`config.mk`:
```
export PLATFORM = sky130hd
export DESIGN_NAME = sample0_mac_pipe
export DESIGN_NICKNAME = d
export VERILOG_FILES = /design/src/rtl/sample0_mac_pipe.sv
export SDC_FILE = /design/constraint.sdc
export NUM_CORES = 1
export LEC_CHECK = 0
export BUFFER_PORTS_ARGS = -buffer_cell sky130_fd_sc_hd__buf_2
export CORE_MARGIN = 2
export CORE_UTILIZATION = 60
export CTS_BUF_LIST = sky130_fd_sc_hd__clkbuf_4 sky130_fd_sc_hd__clkbuf_8
export DETAILED_ROUTE_END_ITERATION = 8
export PLACE_DENSITY_LB_ADDON = 0.12
export SYNTH_ARGS = -nofsm -noshare
export SYNTH_HDL_FRONTEND = slang
export SYNTH_SLANG_ARGS = --single-unit
export TNS_END_PERCENT = 50
```
`constraint.sdc`:
```
create_clock -name clk -period 8.7 [get_ports clk]
set_input_delay 0 -clock clk [delete_from_list [all_inputs] [get_ports clk]]
set_output_delay 0 -clock clk [all_outputs]
set_load 0.1 [all_outputs]
```
`src/rtl/sample0_mac_pipe.sv`:
```
// Pipelined signed multiply-accumulate with valid tagging, dot-product
// accumulation, output scaling and optional saturation.
module sample0_mac_pipe #(
  parameter int A_WIDTH   = 15,
  parameter int B_WIDTH   = 15,
  parameter int ACC_WIDTH = 40,
  parameter int OUT_WIDTH = 15,
  parameter int NUM_STAGE = 3,
  parameter int SHIFT     = 0,
  parameter int SATURATE  = 1
) (
  input  logic                 clk,
  input  logic                 reset,
  input  logic                 ce,
  input  logic                 in_valid,
  input  logic [A_WIDTH-1:0]   din0,
  input  logic [B_WIDTH-1:0]   din1,
  input  logic                 first,
  input  logic                 last,
  output logic                 out_valid,
  output logic [OUT_WIDTH-1:0] dout,
  output logic                 overflow
);

  localparam int P_WIDTH = A_WIDTH + B_WIDTH;
  // Number of product stages (stages 2..NUM_STAGE).
  localparam int unsigned DEPTH = NUM_STAGE - 1;

  // Stage 1: registered operands and flags
  logic signed [A_WIDTH-1:0] a_s1;
  logic signed [B_WIDTH-1:0] b_s1;
  logic                      v_s1, f_s1, l_s1;

  // Stages 2..NUM_STAGE: full-precision product and flags; index 0 is stage 2
  logic signed [P_WIDTH-1:0] prod_pipe [DEPTH];
  logic [DEPTH-1:0]          v_pipe, f_pipe, l_pipe;
  logic signed [P_WIDTH-1:0] prod_new;

  // Accumulate stage
  logic signed [ACC_WIDTH-1:0] acc, prod_ext, sum;
  logic                        sticky, acc_last, add_ovf;
  logic signed [P_WIDTH-1:0]   prod_t;
  logic                        v_t, f_t, l_t;

  // Output scaling
  logic signed [ACC_WIDTH-1:0]        shifted;
  logic [ACC_WIDTH-OUT_WIDTH:0]       hi_bits;
  logic                               fits;
  logic [OUT_WIDTH-1:0]               dout_next;

  assign prod_new = P_WIDTH'(a_s1) * P_WIDTH'(b_s1);

  // Valid bits advance with ce and are cleared by reset
  always_ff @(posedge clk) begin
    if (reset) begin
      v_s1   <= 1'b0;
      v_pipe <= '0;
    end else if (ce) begin
      v_s1      <= in_valid;
      v_pipe[0] <= v_s1;
      for (int unsigned i = 1; i < DEPTH; i++) v_pipe[i] <= v_pipe[i-1];
    end
  end

  // Operand, product and flag payloads advance with ce; meaningful only when valid
  always_ff @(posedge clk) begin
    if (ce) begin
      a_s1         <= din0;
      b_s1         <= din1;
      f_s1         <= first;
      l_s1         <= last;
      prod_pipe[0] <= prod_new;
      f_pipe[0]    <= f_s1;
      l_pipe[0]    <= l_s1;
      for (int unsigned i = 1; i < DEPTH; i++) begin
        prod_pipe[i] <= prod_pipe[i-1];
        f_pipe[i]    <= f_pipe[i-1];
        l_pipe[i]    <= l_pipe[i-1];
      end
    end
  end

  assign prod_t   = prod_pipe[DEPTH-1];
  assign v_t      = v_pipe[DEPTH-1];
  assign f_t      = f_pipe[DEPTH-1];
  assign l_t      = l_pipe[DEPTH-1];
  assign prod_ext = ACC_WIDTH'(prod_t);
  assign sum      = acc + prod_ext;
  assign add_ovf  = (acc[ACC_WIDTH-1] == prod_ext[ACC_WIDTH-1]) &&
                    (sum[ACC_WIDTH-1] != acc[ACC_WIDTH-1]);

  // Accumulator: restart on first, wrap-add otherwise; bubbles leave it untouched
  always_ff @(posedge clk) begin
    if (reset) begin
      acc      <= '0;
      sticky   <= 1'b0;
      acc_last <= 1'b0;
    end else if (ce) begin
      acc_last <= v_t & l_t;
      if (v_t) begin
        if (f_t) begin
          acc    <= prod_ext;
          sticky <= 1'b0;
        end else begin
          acc    <= sum;
          sticky <= sticky | add_ovf;
        end
      end
    end
  end

  assign shifted = acc >>> SHIFT;
  assign hi_bits = shifted[ACC_WIDTH-1:OUT_WIDTH-1];
  // Value is representable when all bits above the output sign bit match it.
  assign fits    = (&hi_bits) | ~(|hi_bits);

  // Scale and clamp (or wrap) the accumulator into the output width
  always_comb begin
    dout_next = shifted[OUT_WIDTH-1:0];
    if (SATURATE != 0 && !fits) begin
      dout_next = shifted[ACC_WIDTH-1] ? {1'b1, {(OUT_WIDTH-1){1'b0}}}
                                       : {1'b0, {(OUT_WIDTH-1){1'b1}}};
    end
  end

  // Result register: one-cycle pulse after a completed vector, payload held otherwise
  always_ff @(posedge clk) begin
    if (reset) begin
      out_valid <= 1'b0;
      dout      <= '0;
      overflow  <= 1'b0;
    end else if (ce) begin
      out_valid <= acc_last;
      if (acc_last) begin
        dout     <= dout_next;
        overflow <= sticky | ~fits;
      end
    end
  end

endmodule

```
## Yosys cells after proc, flatten, opt, wreduce, memory -nomap -nowiden

Memories as Yosys holds them, arrays and structs flattened.
Index checks and enable logic that the tools add are counted.

| word-level totals | value |
|---|---|
| register bits | 98 |
| latch bits | 0 |
| RAM bits | 60 |
| memory bits (read-only) | 0 |
| output and inout bits | 17 |
| logic and storage cells | 36 |
| memories | 1 |

| operators by class | value |
|---|---|
| add/subtract/negate cells | 1 |
| $mul | 1 |
| divide/modulo/power cells | 0 |
| $lt $le $gt $ge | 0 |
| eq/ne operators | 2 |
| shifts and indexed selects | 0 |
| mux-type cells | 6 |
| bitwise logic cells | 6 |
| reductions and logical operators | 5 |

Memory list:

| name | depth | bits a word | rd ports | clocked after Yosys merged registers in | write ports | RTL line | RTL |
|---|---|---|---|---|---|---|---|
| prod_pipe | 2 | 30 | 2 | 0 | 2 | 35 | `logic signed [P_WIDTH-1:0] prod_pipe [DEPTH];` |

Operators with widths:

| cell | count |
|---|---|
| 40-bit by 30-bit adder with 40-bit output | 1 |
| 40-bit 2-to-1 mux | 1 |
| 15-bit by 15-bit multiplier with 30-bit output | 1 |
| 15-bit 2-to-1 mux | 2 |
| 26-bit AND reduction | 1 |
| 26-bit OR reduction | 1 |
| 2-bit AND reduction | 2 |
| 1-bit 2-to-1 mux | 3 |
| 1-bit OR | 3 |
| 1-bit inverter | 2 |
| 1-bit bitwise AND | 1 |
| 1-bit == test | 1 |
| 1-bit logical AND | 1 |
| 1-bit inequality test | 1 |

## Logic depth before layout (Yosys ltp)

Gate-level depths: netlist of the first run.

| logic depth | value |
|---|---|
| word-level depth | 5 |
| gate-level depth with buffers | 25 |

## Least setup slack after synthesis of the first run

OpenSTA, ideal clock, no wires.

| timing path | value |
|---|---|
| kind | register -> register |
| from | reg a_s1[10] |
| to | mem prod_pipe[0][29] (netlist bit) (data pin) |
| arrival time | 5855 ps |
| required time | 8440 ps |
| path slack | 2585 ps |
| stages on the path, launching flop included | 24 |
| buffers on the path | 1 |
| clock period less this slack | 6115 ps |
| cells stage by stage | edfxtp_1 -> clkbuf_1 -> nand2_1 -> fa_1 -> fa_1 -> inv_1 -> fa_1 -> inv_1 -> fa_1 -> inv_1 -> fa_1 -> inv_1 -> fa_1 -> inv_1 -> ha_1 -> nand2_1 -> nor3_1 -> a211o_1 -> nor3_1 -> o21ai_1 -> a2111oi_0 -> o21bai_1 -> a21oi_1 -> xnor2_1 |

RTL lines:

| item | RTL line | RTL |
|---|---|---|
| from (decl) | 30 | `logic signed [A_WIDTH-1:0] a_s1;` |
| from (signal assigned) | 68 | `a_s1 <= din0;` |
| to (decl) | 35 |  |

==> impl_results.md, run 1 <==
- Outcome: finished, final reports clean
- Ports: 53
- Die X: 168 um
- RSZ-0062 raised after global routing: no
- Post-DP Area: approximately 0.017 mm^2
- Crit share post-route: ~79%
- HPWL Detailed: between 20000 and 30000 um
- CTS max path bufs: 2
- Critical Path RT: 8.92 ns
- Number of enable flip-flop cells after synthesis: 96
- CTS root buf: clkbuf_8
- 1st-pass router iterations: 5
- Final hold viol count: 0
- Crit Path Max Fanout: 15
- Worst reg2reg startpoint: a_s1[7]
- Crit Reg-Reg Endpoint: prod_pipe[0][29]
- # setup viols final: 0
- Hold slack: about 0.026 ns
- ANT cells: 0
- Num CTS Buffers: 17
- Avg Inst Size Synth: 9.74 um^2
- Ys Warns: 0
- Post-synthesis cell area: ~0.016 mm^2
- Initial Utilization: roughly three fifths
- Worst Setup End Kind: register
- Gr usage total: between 20% and 30%
- Clk_skew: ~0.016 ns
- Min-delay src: ce
- Post-Syn Nets: roughly 2000
- Most common cell after layout, fill and taps aside: inv_1
- Most frequent cells in the layout: 268 x inv_1, 223 x fa_1, 171 x nand2_1
- Crit-path cells: and2_1 > fa_1 > inv_1 > fa_1 > inv_1 > fa_1 > inv_1 > fa_1 > inv_1 > fa_1 > inv_1 > fa_1 > inv_1 > ha_1 > a21oi_1 > nor2b_1 > a211o_1 > nor3_1 > o21ai_1 > a2111oi_0 > o21bai_1 > a21oi_1 > xnor2_1
- Reg2Reg Depth: 23
- Achievable Freq: roughly 150 MHz
- IO Port Bufs: 52
- Worst slew pin tran: around 1.1 ns
- # DRC: 0
- Fin util: about 65%
- Multi-input logic area: between 0.01 and 0.015 mm^2
- Xor and xnor area share after synthesis: 3.31%
- Reg area: just over 0.004 mm^2
- Initial antenna violation count: 0
- Full die area: 0.0283 mm^2
- Hold Path Class: in -> reg
- Hold EP: a_s1[12]
- Worst path bufs/invs: 6
- First-pass GRT wire length: between 50000 and 60000 um
- Grt ovf: 0
- Detailed-route via count: ~11000
- Synthesized-area fraction occupied by adder cells: 37.0%
- Tmin final: slightly below 7 ns
- Ys async rst share: 0%
- Design Area, Final: between 0.015 and 0.02 mm^2
- Post-synthesis compound-gate area fraction: between 10% and 20%
- Via density: about 5.5
- Yosys cell types: between 60 and 70
- Clk slew on worst S/H paths: approximately 0.1 ns
- Primary FF master, synth: edfxtp_1
- Setup crit start kind: register
- Setup_tns: 0 ns
- MaxCap Viol Count: 0
- CTS sink cnt: around 160
- Average wire per standard cell: around 16 um
- Cells after synthesis: approximately 1700
- CORE AREA: about 0.027 mm^2
- Largest net degree at the start of global routing: 68
- Rows: 60
- R2R setup slack: between 1.5 and 2 ns
- Clk_lat worst skew: approximately 0.47 ns
- Simple-gate area share of the yosys netlist: between 10% and 20%
- Sequential fraction of the synthesis area: 25.5%
- Die Ht: ~170 um
- Worst path max stage delay: 0.63 ns
- Slowest-stage cell, CP: edfxtp_1
- Syn-to-layout area delta: 7.09%
- Final WL: around 33000 um
- Vias in the first global route: roughly 12000
- Kind of critical path: reg -> reg
- Worst Hold Path Cells: 1
- Proportion of layout cells with a drive suffix above 1: 5.94%
- GPL Wtd Cong: between 0.9 and 1
- Final Max Slew Viols: 0
- Post_cts resized: 0
- Post-synthesis mux area share: 0.619%
- Crit-path leading delay family: adder cells
- Detailed Route Iter0 Violations: between 700 and 800
- Slew Limit Headroom: 25.0%
- Filler cell count: 2217
- Seq cells post-synth: between 150 and 200
- H-tree depth: 4
- Remaining antenna violation count: 0
- Nets@finish: approximately 2100
- CTS tree: done
- WP data arrival: between 7 and 8 ns
- Largest family of logic cells by synthesized area: adder cells
[cell families (layout without fill, tap and decap cells)]
family          Yosys count  count (layout)
compound gates          300             300
xor+xnor                 61              61
fa+ha+maj               344             344
buf+inv                 332             388
flops                   158             158
mux                      10              10
simple gates            455             455
[Yosys cell counts, types with 30 or more instances]
cell | n | area [um^2]
a21o_1 | 32 | 240
a21oi_1 | 90 | 450
and2_1 | 114 | 713
clkbuf_1 | 52 | 195
dfxtp_1 | 62 | 1240
edfxtp_1 | 96 | 2880
fa_1 | 223 | 4460
ha_1 | 121 | 1510
inv_1 | 268 | 1010
nand2_1 | 171 | 642
nand2b_1 | 30 | 188
nor2_1 | 72 | 270
o21ai_0 | 68 | 340
xnor2_1 | 50 | 438
[flip-flops by register name (all words and copies together), names as in the netlist, 2 cells and up]
name and count:
a_s1 15, acc 40, b_s1 15, dout 15, f_pipe 2, l_pipe 2, prod_pipe 60, v_pipe 2
[worst max path at each step]
stage / to / depth (start not counted) / slack (ns) / startpoint
after floorplan: prod_pipe[0][29] / 23 / 2.58 / a_s1[10]
after global placement: prod_pipe[0][29] / 23 / 2.01 / a_s1[7]
after detailed placement: prod_pipe[0][29] / 23 / 1.89 / a_s1[7]
after CTS: prod_pipe[0][29] / 23 / 1.86 / a_s1[7]
after global routing: prod_pipe[0][29] / 20 / 1.37 / a_s1[14]
final: prod_pipe[0][29] / 23 / 1.84 / a_s1[7]
[metrics by stage]
| step | instances | worst slack (ns) |
|---|---|---|
| floorplan | 1660 | 2.58 |
| global placement | 1992 | 2.01 |
| detailed placement | 1992 | 1.89 |
| CTS | 2057 | 1.86 |
| global route | 2057 | 1.37 |
| finish | 2057 | 1.84 |
[repair_timing]
item                      CTS  global route
setup buffers               0             0
hold endpoints to repair   33             0
hold buffers               33             0
[final cells by class]
| class | instances | share of cell area (%) |
|---|---|---|
| clock buffers | 17 | 1.35 |
| repair buffers | 87 | 3.51 |
| flip-flops and latches | 158 | 23.8 |
| inverters | 269 | 5.83 |
| well taps | 341 | 2.46 |
| multi-input cells | 1170 | 62.1 |
| clock inverters | 15 | 0.896 |
[layer usage]
| layer | vias up | share of wire, % | global-route usage (%) |
|---|---|---|---|
| met5 | - | 0 | 0 |
| met4 | 0 | 1.2 | 5.28 |
| met3 | 40 | 5.0 | 4.00 |
| met2 | 288 | 47 | 41.7 |
| met1 | 5450 | 47 | 35.4 |
| li1 | 5500 | - | - |
Power of run 1 is left out: the tool's default activity adds up to more than one toggle a clock period on the data nets, which glitch-free logic cannot reach.
==> inputs of run 2 (changes only) <==
- clock period: 8.7 -> 6.6 ns (I/O delays scaled with it)
==> impl_results.md, run 2 (same netlist as run 1, synthesis figures left out) <==
- # setup viols final: 0 (unchanged)
- WP data arrival: 6.51 ns (-0.57 ns)
- H-tree depth: 4 (unchanged)
- IO Port Bufs: 52 (unchanged)
- Detailed Route Iter0 Violations: 767 (+0.39%)
- Worst reg2reg startpoint: b_s1[3]
- Worst path max stage delay: 0.54 ns (-0.09 ns)
- Proportion of layout cells with a drive suffix above 1: 7.88% (+1.9 points)
- Tmin final: 6.30 ns (-0.564 ns)
- Min-delay src: ce
- Slowest-stage cell, CP: fa_1
- Initial Utilization: 60.5% (unchanged)
- Slew Limit Headroom: 26.1% (+1.1 points)
- First-pass GRT wire length: 57300 um (+0.51%)
- Most frequent cells in the layout: 268 x inv_1, 223 x fa_1, 171 x nand2_1
- Clk_lat worst skew: 0.47 ns (about the same)
- Crit path top cell by count: fa_1
- Largest registers: prod_pipe: 60 flops, acc: 40 flops
- Crit-path cells: buf_4 > and2_1 > fa_1 > inv_1 > fa_1 > inv_1 > fa_1 > fa_1 > fa_1 > inv_1 > fa_1 > inv_1 > ha_1 > a21o_1 > a21o_1 > a21oi_1 > nor2_1 > a211oi_1 > o21ai_1 > a2111oi_0 > o21bai_1 > a21oi_1 > xnor2_1
- Outcome: finished, final reports clean
- Worst Hold Path Cells: 1 (unchanged)
- R2R setup slack: 0.30 ns (-1.54 ns)
- Syn-to-layout area delta: 9.06%
- Layout Cells excl Fill: 2092 (+1.7%)
- CORE AREA: 0.0267 mm^2 (unchanged)
- Die Ht: 168 um (unchanged)
- Worst slew pin tran: 1.11 ns (-0.0169 ns)
- CTS max path bufs: 2 (unchanged)
- Via density: 5.49 (about the same)
- Remaining antenna violation count: 0 (unchanged)
- Clk slew on worst S/H paths: 0.10 ns (about the same)
- Critical Path RT: 6.81 ns (-2.11 ns)
- Top reg by flops: prod_pipe
- Gr usage total: 25.4% (+0.30 points)
- Crit-path leading delay family: adder cells
- Full die area: 0.0283 mm^2 (unchanged)
- Nets@finish: 2118 (+1.7%)
- CTS root buf: clkbuf_8
- Grt ovf: 0 (unchanged)
- 1st-pass router iterations: 6 (+1)
- Pre-CTS setup slack: 0.255 ns (-1.63 ns)
- Final hold viol count: 0 (unchanged)
- Placed Instances: 2027 (+1.8%)
- Ports: 53 (unchanged)
- Filler cell count: 2144 (-3.3%)
- ANT cells: 0 (unchanged)
- CTS sink cnt: 158 (unchanged)
- Final WL: 33500 um (+1.3%)
- Achievable Freq: 159 MHz (+9.0%)
- Largest net degree at the start of global routing: 68 (unchanged)
- MaxCap Viol Count: 0 (unchanged)
- Hold slack: 0.0340 ns (+0.00788 ns)
- Rows: 60 (unchanged)
- CTS tree: done
- Most common cell after layout, fill and taps aside: inv_1
- Clk_skew: 0.0251 ns (+0.00888 ns)
- Final Max Slew Viols: 0 (unchanged)
- Average wire per standard cell: 16.0 um (-0.42%)
- Crit Path Max Fanout: 14 (-1)
- Num CTS Buffers: 17 (unchanged)
- Setup WS post-layout: 0.302 ns (-1.54 ns)
- Initial antenna violation count: 0 (unchanged)
- Detailed-route via count: 11500 (+1.7%)
- Vias in the first global route: 11900 (+2.8%)
- GPL Wtd Cong: 0.924 (+1.6%)
- Worst Setup End Kind: register
- Setup_tns: 0 ns (unchanged)
- Hold Path Class: in -> reg
- Kind of critical path: reg -> reg
- Worst path bufs/invs: 5 (-1)
- HPWL Detailed: 26100 um (+2.5%)
- Die X: 168 um (unchanged)
- Reg2Reg Depth: 23 (unchanged)
- Max reg flops: 60 (unchanged)
- Hold EP: b_s1[13]
- # DRC: 0 (unchanged)
- Crit share post-route: 95.4% (+17 points)
- Crit Reg-Reg Endpoint: prod_pipe[0][29]
- Setup crit start kind: register
## run 2: changes by cell type in the layout (fill, tap and decap cells not counted), sizes merged
| cell | change |
|---|---|
| clkinvlp | -2 |
| inv | -2 |
| bufinv | +3 |
| clkinv | +1 |
| buf | +35 |
## run 2: what timing repair did
item,in CTS,in global routing
hold buffers,33,0
setup endpoints to repair,0,2
setup buffers,0,0
gates resized for setup,0,1
hold endpoints to repair,33,0
## run 2: layout make-up
class                           instances  area, um^2  share of cell area, %
Tap cell                              341         427                   2.42
Sequential cell                       158        4120                   23.4
Clock buffer                           17         234                   1.33
Multi-Input combinational cell       1170       10800                   61.0
Clock inverter                         15         206                   1.17
Inverter                              269        1010                   5.73
Timing Repair Buffer                  122         871                   4.94
## run 2: metrics by stage
| stage | util (%) | cell area, um^2 |
|---|---|---|
| final | 66.0 | 17600 |
| after global routing | 66.0 | 17600 |
| after CTS | 65.9 | 17600 |
| after detailed placement | 63.1 | 16900 |
| after global placement | 63.1 | 16900 |
| after floorplan | - | 16200 |
## run 2: worst reg2reg max path, stage by stage, from the launching register on
cell	delay, ns
edfxtp_1	0.39
buf_4	0.19
and2_1	0.17
fa_1	0.54
inv_1	0.05
fa_1	0.48
inv_1	0.05
fa_1	0.49
fa_1	0.50
fa_1	0.50
inv_1	0.05
fa_1	0.47
inv_1	0.04
ha_1	0.32
a21o_1	0.21
a21o_1	0.18
a21oi_1	0.18
nor2_1	0.07
a211oi_1	0.20
o21ai_1	0.16
a2111oi_0	0.39
o21bai_1	0.12
a21oi_1	0.21
xnor2_1	0.09
## run 2: worst max path at each step
stage,start,to,slack [ns],cells past startpoint
2_1_floorplan,a_s1[10],prod_pipe[0][29],0.48,23
3_3_place_gp,a_s1[5],prod_pipe[0][29],0.30,23
3_5_place_dp,a_s1[5],prod_pipe[0][29],0.25,23
4_1_cts,a_s1[5],prod_pipe[0][29],0.25,23
5_1_grt,a_s1[7],prod_pipe[0][26],-0.003,21
6_report,b_s1[3],prod_pipe[0][29],0.30,23
## run 2: layer usage
layer  vias to the layer above  global-route usage, %  routed length (um)
li1                       5566                      -                   -
met1                      5589                   34.0               15200
met2                       273                   44.2               16300
met3                        47                   2.73                1260
met4                         0                   7.46                 726
met5                         -                      0                   0
Power of run 2 is left out for the same reason.
